[src/rtl/rv_g_instdec.sv]
// Registered RV64G (IMAFD + Zicsr + Zifencei) instruction decoder: one raw word in per cycle,
// one fully decoded command out one cycle later, unused fields forced to zero.
package rv_g_pkg;

   typedef enum logic [7:0] {
      INVALID = 8'd0,
      LUI, AUIPC, JAL, JALR,
      BEQ, BNE, BLT, BGE, BLTU, BGEU,
      LB, LH, LW, LD, LBU, LHU, LWU,
      SB, SH, SW, SD,
      ADDI, SLTI, SLTIU, XORI, ORI, ANDI, SLLI, SRLI, SRAI,
      ADD, SUB, SLL, SLT, SLTU, XOR, SRL, SRA, OR, AND,
      ADDIW, SLLIW, SRLIW, SRAIW,
      ADDW, SUBW, SLLW, SRLW, SRAW,
      FENCE, FENCE_I, ECALL, EBREAK,
      CSRRW, CSRRS, CSRRC, CSRRWI, CSRRSI, CSRRCI,
      MUL, MULH, MULHSU, MULHU, DIV, DIVU, REM, REMU,
      MULW, DIVW, DIVUW, REMW, REMUW,
      LR_W, SC_W, AMOSWAP_W, AMOADD_W, AMOXOR_W, AMOAND_W, AMOOR_W,
      AMOMIN_W, AMOMAX_W, AMOMINU_W, AMOMAXU_W,
      LR_D, SC_D, AMOSWAP_D, AMOADD_D, AMOXOR_D, AMOAND_D, AMOOR_D,
      AMOMIN_D, AMOMAX_D, AMOMINU_D, AMOMAXU_D,
      FLW, FSW, FMADD_S, FMSUB_S, FNMSUB_S, FNMADD_S,
      FADD_S, FSUB_S, FMUL_S, FDIV_S, FSQRT_S, FSGNJ_S, FSGNJN_S, FSGNJX_S, FMIN_S, FMAX_S,
      FCVT_W_S, FCVT_WU_S, FMV_X_W, FEQ_S, FLT_S, FLE_S, FCLASS_S, FCVT_S_W, FCVT_S_WU,
      FMV_W_X, FCVT_L_S, FCVT_LU_S, FCVT_S_L, FCVT_S_LU,
      FLD, FSD, FMADD_D, FMSUB_D, FNMSUB_D, FNMADD_D,
      FADD_D, FSUB_D, FMUL_D, FDIV_D, FSQRT_D, FSGNJ_D, FSGNJN_D, FSGNJX_D, FMIN_D, FMAX_D,
      FCVT_S_D, FCVT_D_S, FEQ_D, FLT_D, FLE_D, FCLASS_D, FCVT_W_D, FCVT_WU_D, FCVT_D_W,
      FCVT_D_WU, FCVT_L_D, FCVT_LU_D, FMV_X_D, FCVT_D_L, FCVT_D_LU, FMV_D_X
   } func_e;

   typedef struct packed {
      func_e       func;
      logic [4:0]  rd;
      logic [4:0]  rs1;
      logic [4:0]  rs2;
      logic [4:0]  rs3;
      logic [31:0] imm;
      logic [5:0]  shamt;
      logic [3:0]  pred;
      logic [3:0]  succ;
      logic [3:0]  fm;
      logic [11:0] csr;
      logic        aq;
      logic        rl;
      logic [2:0]  rm;
   } decoded_instr_t;

endpackage

module rv_g_instdec #(
   parameter type decoded_instr_t = rv_g_pkg::decoded_instr_t,
   parameter int  XLEN            = 64
) (
   input  logic           clk_i,
   input  logic           arst_ni,
   input  logic [31:0]    code_i,
   output decoded_instr_t cmd_o
);
   import rv_g_pkg::*;

   localparam int SHAMT_W = $clog2(XLEN);

   typedef enum logic [3:0] {
      FMT_NONE, FMT_R, FMT_R4, FMT_I, FMT_S, FMT_B, FMT_U, FMT_J,
      FMT_SH, FMT_SHW, FMT_FENCE, FMT_CSR, FMT_AMO, FMT_FRM, FMT_F1RM, FMT_F1
   } fmt_e;

   logic [6:0]  opc;
   logic [2:0]  f3;
   logic [6:0]  f7;
   logic [4:0]  f5;
   logic [4:0]  rs2f;
   logic        sp;
   logic        dw;
   logic        rm_ok;
   logic [31:0] imm_i, imm_s, imm_b, imm_u, imm_j;

   func_e          func_sel;
   fmt_e           fmt_sel;
   decoded_instr_t cmd_d, cmd_q;

   assign opc   = code_i[6:0];
   assign f3    = code_i[14:12];
   assign f7    = code_i[31:25];
   assign f5    = code_i[31:27];
   assign rs2f  = code_i[24:20];
   assign sp    = ~code_i[25];
   assign dw    = code_i[12];
   assign rm_ok = (f3 != 3'b101) && (f3 != 3'b110);

   assign imm_i = {{20{code_i[31]}}, code_i[31:20]};
   assign imm_s = {{20{code_i[31]}}, code_i[31:25], code_i[11:7]};
   assign imm_b = {{19{code_i[31]}}, code_i[31], code_i[7], code_i[30:25], code_i[11:8], 1'b0};
   assign imm_u = {code_i[31:12], 12'b0};
   assign imm_j = {{11{code_i[31]}}, code_i[31], code_i[19:12], code_i[20], code_i[30:21], 1'b0};

   // Stage 1: identify the instruction and which operand format it carries.
   always_comb begin
      func_sel = INVALID;
      fmt_sel  = FMT_NONE;
      case (opc)
         7'b0110111: begin func_sel = LUI;   fmt_sel = FMT_U; end
         7'b0010111: begin func_sel = AUIPC; fmt_sel = FMT_U; end
         7'b1101111: begin func_sel = JAL;   fmt_sel = FMT_J; end
         7'b1100111: if (f3 == 3'b000) begin func_sel = JALR; fmt_sel = FMT_I; end
         7'b1100011: begin
            fmt_sel = FMT_B;
            case (f3)
               3'b000: func_sel = BEQ;
               3'b001: func_sel = BNE;
               3'b100: func_sel = BLT;
               3'b101: func_sel = BGE;
               3'b110: func_sel = BLTU;
               3'b111: func_sel = BGEU;
               default: ;
            endcase
         end
         7'b0000011: begin
            fmt_sel = FMT_I;
            case (f3)
               3'b000: func_sel = LB;
               3'b001: func_sel = LH;
               3'b010: func_sel = LW;
               3'b011: func_sel = LD;
               3'b100: func_sel = LBU;
               3'b101: func_sel = LHU;
               3'b110: func_sel = LWU;
               default: ;
            endcase
         end
         7'b0100011: begin
            fmt_sel = FMT_S;
            case (f3)
               3'b000: func_sel = SB;
               3'b001: func_sel = SH;
               3'b010: func_sel = SW;
               3'b011: func_sel = SD;
               default: ;
            endcase
         end
         7'b0010011: begin
            fmt_sel = FMT_I;
            case (f3)
               3'b000: func_sel = ADDI;
               3'b010: func_sel = SLTI;
               3'b011: func_sel = SLTIU;
               3'b100: func_sel = XORI;
               3'b110: func_sel = ORI;
               3'b111: func_sel = ANDI;
               3'b001: begin
                  fmt_sel = FMT_SH;
                  if (code_i[31:26] == 6'b000000) func_sel = SLLI;
               end
               default: begin
                  fmt_sel = FMT_SH;
                  if (code_i[31:26] == 6'b000000)      func_sel = SRLI;
                  else if (code_i[31:26] == 6'b010000) func_sel = SRAI;
               end
            endcase
         end
         7'b0011011: begin
            fmt_sel = FMT_SHW;
            case (f3)
               3'b000: begin func_sel = ADDIW; fmt_sel = FMT_I; end
               3'b001: if (f7 == 7'b0000000) func_sel = SLLIW;
               3'b101: begin
                  if (f7 == 7'b0000000)      func_sel = SRLIW;
                  else if (f7 == 7'b0100000) func_sel = SRAIW;
               end
               default: ;
            endcase
         end
         7'b0110011: begin
            fmt_sel = FMT_R;
            case ({f7, f3})
               10'b0000000_000: func_sel = ADD;
               10'b0000000_001: func_sel = SLL;
               10'b0000000_010: func_sel = SLT;
               10'b0000000_011: func_sel = SLTU;
               10'b0000000_100: func_sel = XOR;
               10'b0000000_101: func_sel = SRL;
               10'b0000000_110: func_sel = OR;
               10'b0000000_111: func_sel = AND;
               10'b0100000_000: func_sel = SUB;
               10'b0100000_101: func_sel = SRA;
               10'b0000001_000: func_sel = MUL;
               10'b0000001_001: func_sel = MULH;
               10'b0000001_010: func_sel = MULHSU;
               10'b0000001_011: func_sel = MULHU;
               10'b0000001_100: func_sel = DIV;
               10'b0000001_101: func_sel = DIVU;
               10'b0000001_110: func_sel = REM;
               10'b0000001_111: func_sel = REMU;
               default: ;
            endcase
         end
         7'b0111011: begin
            fmt_sel = FMT_R;
            case ({f7, f3})
               10'b0000000_000: func_sel = ADDW;
               10'b0000000_001: func_sel = SLLW;
               10'b0000000_101: func_sel = SRLW;
               10'b0100000_000: func_sel = SUBW;
               10'b0100000_101: func_sel = SRAW;
               10'b0000001_000: func_sel = MULW;
               10'b0000001_100: func_sel = DIVW;
               10'b0000001_101: func_sel = DIVUW;
               10'b0000001_110: func_sel = REMW;
               10'b0000001_111: func_sel = REMUW;
               default: ;
            endcase
         end
         7'b0001111: begin
            if (f3 == 3'b000)      begin func_sel = FENCE;   fmt_sel = FMT_FENCE; end
            else if (f3 == 3'b001) begin func_sel = FENCE_I; fmt_sel = FMT_I;     end
         end
         7'b1110011: begin
            fmt_sel = FMT_CSR;
            case (f3)
               3'b000: begin
                  fmt_sel = FMT_NONE;
                  if (code_i == 32'h0000_0073)      func_sel = ECALL;
                  else if (code_i == 32'h0010_0073) func_sel = EBREAK;
               end
               3'b001: func_sel = CSRRW;
               3'b010: func_sel = CSRRS;
               3'b011: func_sel = CSRRC;
               3'b101: func_sel = CSRRWI;
               3'b110: func_sel = CSRRSI;
               3'b111: func_sel = CSRRCI;
               default: ;
            endcase
         end
         7'b0101111: if (f3 == 3'b010 || f3 == 3'b011) begin
            fmt_sel = FMT_AMO;
            case (f5)
               5'b00010: if (rs2f == 5'd0) func_sel = dw ? LR_D : LR_W;
               5'b00011: func_sel = dw ? SC_D      : SC_W;
               5'b00001: func_sel = dw ? AMOSWAP_D : AMOSWAP_W;
               5'b00000: func_sel = dw ? AMOADD_D  : AMOADD_W;
               5'b00100: func_sel = dw ? AMOXOR_D  : AMOXOR_W;
               5'b01100: func_sel = dw ? AMOAND_D  : AMOAND_W;
               5'b01000: func_sel = dw ? AMOOR_D   : AMOOR_W;
               5'b10000: func_sel = dw ? AMOMIN_D  : AMOMIN_W;
               5'b10100: func_sel = dw ? AMOMAX_D  : AMOMAX_W;
               5'b11000: func_sel = dw ? AMOMINU_D : AMOMINU_W;
               5'b11100: func_sel = dw ? AMOMAXU_D : AMOMAXU_W;
               default: ;
            endcase
         end
         7'b0000111: begin
            fmt_sel = FMT_I;
            if (f3 == 3'b010)      func_sel = FLW;
            else if (f3 == 3'b011) func_sel = FLD;
         end
         7'b0100111: begin
            fmt_sel = FMT_S;
            if (f3 == 3'b010)      func_sel = FSW;
            else if (f3 == 3'b011) func_sel = FSD;
         end
         7'b1000011: if (!code_i[26] && rm_ok) begin func_sel = sp ? FMADD_S  : FMADD_D;  fmt_sel = FMT_R4; end
         7'b1000111: if (!code_i[26] && rm_ok) begin func_sel = sp ? FMSUB_S  : FMSUB_D;  fmt_sel = FMT_R4; end
         7'b1001011: if (!code_i[26] && rm_ok) begin func_sel = sp ? FNMSUB_S : FNMSUB_D; fmt_sel = FMT_R4; end
         7'b1001111: if (!code_i[26] && rm_ok) begin func_sel = sp ? FNMADD_S : FNMADD_D; fmt_sel = FMT_R4; end
         // Only fmt S (00) and D (01) exist in RV64G, hence the bit-26 gate.
         7'b1010011: if (!code_i[26]) begin
            case (f5)
               5'b00000: if (rm_ok) begin func_sel = sp ? FADD_S : FADD_D; fmt_sel = FMT_FRM; end
               5'b00001: if (rm_ok) begin func_sel = sp ? FSUB_S : FSUB_D; fmt_sel = FMT_FRM; end
               5'b00010: if (rm_ok) begin func_sel = sp ? FMUL_S : FMUL_D; fmt_sel = FMT_FRM; end
               5'b00011: if (rm_ok) begin func_sel = sp ? FDIV_S : FDIV_D; fmt_sel = FMT_FRM; end
               5'b01011: if (rm_ok && rs2f == 5'd0) begin
                  func_sel = sp ? FSQRT_S : FSQRT_D;
                  fmt_sel  = FMT_F1RM;
               end
               5'b00100: begin
                  fmt_sel = FMT_R;
                  case (f3)
                     3'b000: func_sel = sp ? FSGNJ_S  : FSGNJ_D;
                     3'b001: func_sel = sp ? FSGNJN_S : FSGNJN_D;
                     3'b010: func_sel = sp ? FSGNJX_S : FSGNJX_D;
                     default: ;
                  endcase
               end
               5'b00101: begin
                  fmt_sel = FMT_R;
                  if (f3 == 3'b000)      func_sel = sp ? FMIN_S : FMIN_D;
                  else if (f3 == 3'b001) func_sel = sp ? FMAX_S : FMAX_D;
               end
               5'b01000: begin
                  fmt_sel = FMT_F1RM;
                  if (rm_ok && sp && rs2f == 5'd1)       func_sel = FCVT_S_D;
                  else if (rm_ok && !sp && rs2f == 5'd0) func_sel = FCVT_D_S;
               end
               5'b10100: begin
                  fmt_sel = FMT_R;
                  case (f3)
                     3'b010: func_sel = sp ? FEQ_S : FEQ_D;
                     3'b001: func_sel = sp ? FLT_S : FLT_D;
                     3'b000: func_sel = sp ? FLE_S : FLE_D;
                     default: ;
                  endcase
               end
               5'b11000: begin
                  fmt_sel = FMT_F1RM;
                  if (rm_ok) case (rs2f)
                     5'd0: func_sel = sp ? FCVT_W_S  : FCVT_W_D;
                     5'd1: func_sel = sp ? FCVT_WU_S : FCVT_WU_D;
                     5'd2: func_sel = sp ? FCVT_L_S  : FCVT_L_D;
                     5'd3: func_sel = sp ? FCVT_LU_S : FCVT_LU_D;
                     default: ;
                  endcase
               end
               5'b11010: begin
                  fmt_sel = FMT_F1RM;
                  if (rm_ok) case (rs2f)
                     5'd0: func_sel = sp ? FCVT_S_W  : FCVT_D_W;
                     5'd1: func_sel = sp ? FCVT_S_WU : FCVT_D_WU;
                     5'd2: func_sel = sp ? FCVT_S_L  : FCVT_D_L;
                     5'd3: func_sel = sp ? FCVT_S_LU : FCVT_D_LU;
                     default: ;
                  endcase
               end
               5'b11100: begin
                  fmt_sel = FMT_F1;
                  if (rs2f == 5'd0 && f3 == 3'b000)      func_sel = sp ? FMV_X_W  : FMV_X_D;
                  else if (rs2f == 5'd0 && f3 == 3'b001) func_sel = sp ? FCLASS_S : FCLASS_D;
               end
               5'b11110: begin
                  fmt_sel = FMT_F1;
                  if (rs2f == 5'd0 && f3 == 3'b000) func_sel = sp ? FMV_W_X : FMV_D_X;
               end
               default: ;
            endcase
         end
         default: ;
      endcase
   end

   // Stage 2: copy out only the fields the format owns; INVALID leaves everything zero.
   always_comb begin
      cmd_d = '0;
      if (func_sel != INVALID) begin
         cmd_d.func = func_sel;
         case (fmt_sel)
            FMT_R:     begin cmd_d.rd = code_i[11:7]; cmd_d.rs1 = code_i[19:15]; cmd_d.rs2 = rs2f; end
            FMT_R4:    begin
               cmd_d.rd  = code_i[11:7];
               cmd_d.rs1 = code_i[19:15];
               cmd_d.rs2 = rs2f;
               cmd_d.rs3 = f5;
               cmd_d.rm  = f3;
            end
            FMT_I:     begin cmd_d.rd = code_i[11:7]; cmd_d.rs1 = code_i[19:15]; cmd_d.imm = imm_i; end
            FMT_S:     begin cmd_d.rs1 = code_i[19:15]; cmd_d.rs2 = rs2f; cmd_d.imm = imm_s; end
            FMT_B:     begin cmd_d.rs1 = code_i[19:15]; cmd_d.rs2 = rs2f; cmd_d.imm = imm_b; end
            FMT_U:     begin cmd_d.rd = code_i[11:7]; cmd_d.imm = imm_u; end
            FMT_J:     begin cmd_d.rd = code_i[11:7]; cmd_d.imm = imm_j; end
            FMT_SH:    begin
               cmd_d.rd    = code_i[11:7];
               cmd_d.rs1   = code_i[19:15];
               cmd_d.shamt = 6'(code_i[20 +: SHAMT_W]);
            end
            FMT_SHW:   begin cmd_d.rd = code_i[11:7]; cmd_d.rs1 = code_i[19:15]; cmd_d.shamt = {1'b0, rs2f}; end
            FMT_FENCE: begin
               cmd_d.rd   = code_i[11:7];
               cmd_d.rs1  = code_i[19:15];
               cmd_d.fm   = code_i[31:28];
               cmd_d.pred = code_i[27:24];
               cmd_d.succ = code_i[23:20];
            end
            FMT_CSR:   begin cmd_d.rd = code_i[11:7]; cmd_d.rs1 = code_i[19:15]; cmd_d.csr = code_i[31:20]; end
            FMT_AMO:   begin
               cmd_d.rd  = code_i[11:7];
               cmd_d.rs1 = code_i[19:15];
               cmd_d.rs2 = rs2f;
               cmd_d.aq  = code_i[26];
               cmd_d.rl  = code_i[25];
            end
            FMT_FRM:   begin
               cmd_d.rd  = code_i[11:7];
               cmd_d.rs1 = code_i[19:15];
               cmd_d.rs2 = rs2f;
               cmd_d.rm  = f3;
            end
            FMT_F1RM:  begin cmd_d.rd = code_i[11:7]; cmd_d.rs1 = code_i[19:15]; cmd_d.rm = f3; end
            FMT_F1:    begin cmd_d.rd = code_i[11:7]; cmd_d.rs1 = code_i[19:15]; end
            default: ;
         endcase
      end
   end

   always_ff @(posedge clk_i or negedge arst_ni) begin
      if (!arst_ni) cmd_q <= '0;
      else          cmd_q <= cmd_d;
   end

   assign cmd_o = cmd_q;

endmodule

[config.mk]
export PLATFORM = sky130hd
export DESIGN_NAME = rv_g_instdec
export DESIGN_NICKNAME = d
export VERILOG_FILES = /design/src/rtl/rv_g_instdec.sv
export SDC_FILE = /design/constraint.sdc
export NUM_CORES = 1
export LEC_CHECK = 0
export CAP_MARGIN = 20
export CORE_AREA = 2 2 115 117
export CTS_CLUSTER_SIZE = 24
export DETAILED_ROUTE_END_ITERATION = 12
export DIE_AREA = 0 0 117 119
export GPL_TIMING_DRIVEN = 0
export PLACE_DENSITY = 0.85
export SETUP_SLACK_MARGIN = 0.02
export SYNTH_ARGS = -nofsm -noshare
export SYNTH_HDL_FRONTEND = slang
export SYNTH_SLANG_ARGS = --single-unit
[constraint.sdc]
create_clock -name clk_i -period 0.8 [get_ports clk_i]
set_input_delay 0.08 -clock clk_i [delete_from_list [all_inputs] [get_ports clk_i]]
set_output_delay 0.08 -clock clk_i [all_outputs]
set_load 0.05 [all_outputs]
==> results.json, run 1 <==
{
  "error_line": "[ERROR GRT-0232] Routing congestion too high. Check the congestion heatmap in the GUI.",
  "fp.dieW_um": 117,
  "dpl.hpwl_um": 20900,
  "synth_edf_count": 0,
  "cts_htree_levels": 3,
  "ys_seq_area_share_pct": 36.1,
  "fp-row-count": 42,
  "worst_endpoint_kind": "register input",
  "synth_fp_nets": 824,
  "die_h_um": 119,
  "stop_stage": "5_1_grt",
  "place_congestion": 1.05,
  "cts_num_sinks": 95,
  "synth_cells": 790,
  "ys.flop_type": "dfrtp_1",
  "async_reset_ff_share_pct": 100,
  "grt_usage_pct": 75.0,
  "syn-cell-area_um2": 6580,
  "grt_max_degree": 66,
  "clk_path_buf_depth": 2,
  "repair-timing-grt-worst-ep": "cmd_o[29]$_DFF_PN0_/D",
  "overflow": 7,
  "ys_seq_elements": 95,
  "outcome": "stopped before the end",
  "dpl_worst_slack_ns": -3.21,
  "post_synth.cell_area_avg_um2": 8.33,
  "ys_warn_count": 0,
  "cts_buffers": 9,
  "port_buffers": 122,
  "initial_core_util_pct": 51.1,
  "pin_count": 129,
  "synth_cell_types": 85,
  "antenna_found_initial": 7,
  "root_buffer": "clkbuf_16"
}
## metrics by stage
| step | instances | cell area, µm² | hold WS (ns) |
|---|---|---|---|
| after CTS | 1209 | 10900 | -0.329 |
| after detailed placement | 1089 | 8310 | 0.0421 |
| after global placement | 1088 | 8290 | 0.626 |
| after floorplan | 790 | 6840 | -0.216 |
## synth_stat cells (11+ instances only)
| library cell | count | share of area, % |
|---|---|---|
| clkbuf_1 | 25 | 1.4 |
| a31oi_1 | 12 | 1.1 |
| a211oi_1 | 14 | 1.6 |
| o21ai_0 | 32 | 2.4 |
| inv_1 | 11 | 0.63 |
| nand3_1 | 23 | 1.7 |
| nor2_1 | 47 | 2.7 |
| buf_2 | 41 | 3.1 |
| dfrtp_1 | 95 | 36 |
| and2_1 | 18 | 1.7 |
| nor3_1 | 32 | 2.4 |
| nand2b_1 | 14 | 1.3 |
| nor4_1 | 13 | 1.2 |
| a21oi_1 | 100 | 7.6 |
| nand2_1 | 79 | 4.5 |
## kinds of logic after synthesis
| group | count (synthesis) | synth area share (%) |
|---|---|---|
| AOI/OAI and AO/OA | 275 | 27.9 |
| xor gates and xnor gates | 11 | 1.75 |
| adders and majority gates | 1 | 0.152 |
| buffers and inverters | 92 | 7.11 |
| DFF | 95 | 36.1 |
| muxes | 2 | 0.323 |
| and+or+nand+nor | 314 | 26.7 |
## metal layers
metal  GRT overflow  track usage [%]
met3              0             65.8
met4              3             68.9
met5              0             31.0
met1              1             75.8
met2              3             87.6
## repair_timing
item	in CTS
hold buffers	3
buffers inserted	95
endpoints found under the hold margin	33
setup endpoints to repair	190
pin swaps	93
gates cloned	9
gates resized for setup	523
==> run 2, diff against run 1 <==
Settings changed: CORE_AREA 2 2 115 117 to 2 2 132 134, CTS_CLUSTER_SIZE 24 to default, DIE_AREA 0 0 117 119 to 0 0 134 136, PLACE_DENSITY 0.85 to default, PLACE_DENSITY_LB_ADDON from default to 0.15, SETUP_SLACK_MARGIN 0.02 to default.
==> run 2 against run 1 <==
Net effect:
- the flow now finishes, with violations (negative hold slack, negative setup slack)
- synthesized cell count is the same
- area after synthesis unchanged
==> results.json, run 2 <==
{
  "outcome": "finished with violations",
  "violations": "negative hold slack, negative setup slack",
  "clk_path_buf_depth": 2,
  "max-slew-margin-rel_pct": 33.5,
  "pin_count": 129,
  "ys_warn_count": 0,
  "maxCapViolations": 0,
  "via_per_inst": 6.51,
  "ys.flop_type": "dfrtp_1",
  "cts_num_sinks": 95,
  "async_reset_ff_share_pct": 100,
  "crit_arrival_ns": 2.58,
  "hold_viol": 48,
  "path_clk_slew_ns": 0.07,
  "finalCritPeriodShare_pct": 295,
  "core_area_um2": 16900,
  "grt_usage_pct": 34.6,
  "rsz0062_at_grt": "true",
  "path_max_fanout": 10,
  "initial_core_util_pct": 39.0,
  "grt_pass1_wl_um": 47700,
  "holdWs_ns": -0.225,
  "final_nets": 1094,
  "vias": 8399,
  "synth_edf_count": 0,
  "cts_tree": "done",
  "synth.cells.most_frequent": "100 x a21oi_1, 95 x dfrtp_1, 79 x nand2_1",
  "port_buffers": 122,
  "cts_htree_levels": 3,
  "place_area_um2": 8370,
  "synth_fp_nets": 824,
  "synthMostInstantiatedCell": "a21oi_1",
  "wl_um": 33400,
  "overflow": 0,
  "dpl.hpwl_um": 21400,
  "drv_slew": 0,
  "cts_buffers": 9,
  "place_congestion": 1.00,
  "endpoint_kind": "register",
  "syn2layout_area_growth_pct": 84.0,
  "dieArea_um2": 18200,
  "hp-class": "input port to async pin",
  "drive_gt1_share_pct": 58.1,
  "largest_reg_flops": 95,
  "synth_top_area_share_pct": 36.1,
  "synth_cell_types": 85,
  "numPlacedInstances": 1138,
  "setup_violations": 190,
  "ys_seq_area_share_pct": 36.1,
  "grt_max_degree": 50,
  "grt_pass1_vias": 7900,
  "p_per_area_nw_per_um2": 1120,
  "drtIter0Drc": 1135,
  "syn-cell-area_um2": 6580,
  "synthTopCellsByArea": "dfrtp_1 36%, a21oi_1 7.6%, nand2_1 4.5%, buf_2 3.1%, nor2_1 2.7%",
  "final_cell_mix": "146 x buf_6, 103 x buf_4, 95 x dfrtp_1, 71 x a21oi_2, 66 x nand2_1",
  "drtAntennaViolNets": 0,
  "first_pass_iters": 6,
  "routedWlPerCell_um": 25.9,
  "antenna_cells": 0,
  "synth_cells": 790,
  "path_class": "input port to register",
  "drc": 0,
  "synth_top_cell_by_area": "dfrtp_1",
  "fp-row-count": 48,
  "worstMarginPinSlew_ns": 0.998,
  "setup_slack_ns": -1.56,
  "fin_setup_tns_ns": -130.90,
  "fp.dieW_um": 134,
  "ys_seq_elements": 95,
  "power.leakage_nw": 4.96,
  "cp.required_ns": 1.02,
  "post_synth.cell_area_avg_um2": 8.33,
  "period_minus_slack_ns": 2.36,
  "startpoint_type": "input port",
  "antenna_found_initial": 0,
  "layout_commonest_cell": "buf_6",
  "root_buffer": "clkbuf_16",
  "peakVddDrop_uv": 1160,
  "design_area_um2": 12100,
  "die_h_um": 136,
  "cts_hold_buf": 2,
  "fin_cells": 1290,
  "fmaxAchievable_ghz": 0.424
}
## run 2: cell counts after synthesis
Identical to the previous run, type by type.
## run 2: final timing paths
kind	from	endpoint	depth (start not counted)
setup / recovery	code_i[27]	cmd_o[49]	13
hold / removal	arst_ni	cmd_o[43]	1
max in group asynchronous	arst_ni	cmd_o[74]	2
min in group clk_i	code_i[10]	cmd_o[85]	3
## run 2: layout make-up
| type | count | area, µm² |
|---|---|---|
| multi-input cells | 603 | 5350 |
| fillers | 1233 | 4760 |
| repair buffers | 263 | 2790 |
| flip-flops and latches | 95 | 2380 |
| plain buffers | 77 | 951 |
| well taps | 225 | 282 |
| clock buffers | 9 | 225 |
| clock inverters | 7 | 80.1 |
| inverters | 11 | 52.6 |
## run 2: logic make-up after synthesis
logic type	share of synthesized area [%]
adder cells (fa/ha/maj)	0.152
AO/OA/AOI/OAI	27.9
buffers and inverters	7.11
flip-flops	36.1
AND/OR/NAND/NOR	26.7
XOR/XNOR	1.75
multiplexers	0.323
## run 2: what timing repair did
item | CTS | global route
setup buffers | 93 | 39
gates cloned | 10 | 5
endpoints found under the setup margin | 190 | 190
hold endpoints to repair | 50 | 48
pin swaps | 96 | 64
resized for setup | 1094 | 185
## run 2: where the power goes
group / switching [mW] / internal (mW)
Sequential: 0.0204 / 4.84
Combinational: 2.47 / 1.78
Clock: 2.01 / 2.46
Total: 4.50 / 9.08
## run 2: worst max-delay path, stage by stage
cell	delay, ns
buf_12	0.12
buf_6	0.15
buf_4	0.19
clkbuf_8	0.20
nor3_4	0.21
o21ai_2	0.10
o41ai_4	0.43
nand3_2	0.20
nor4_4	0.33
buf_4	0.21
buf_8	0.14
clkbuf_16	0.16
a21oi_2	0.05
## run 2: through the flow
step / util [%] / total power [mW] / setup WS [ns]
finish: 71.8 / 13.6 / -1.56
global route: 71.8 / 14.0 / -1.60
floorplan: - / 6.48 / -1.49
CTS: 65.1 / 12.9 / -1.51
global placement: 49.5 / 7.50 / -3.75
detailed placement: 49.6 / 7.48 / -3.01
## run 2: layer usage
metal	track usage (%)	vias up	part of all wire, %
met1	45.1	4059	38
met3	6.15	171	10
met4	17.0	0	6.5
li1	-	3504	-
met2	55.7	665	46
met5	0	-	0
No activity file was read; power rests on OpenSTA's default activity.
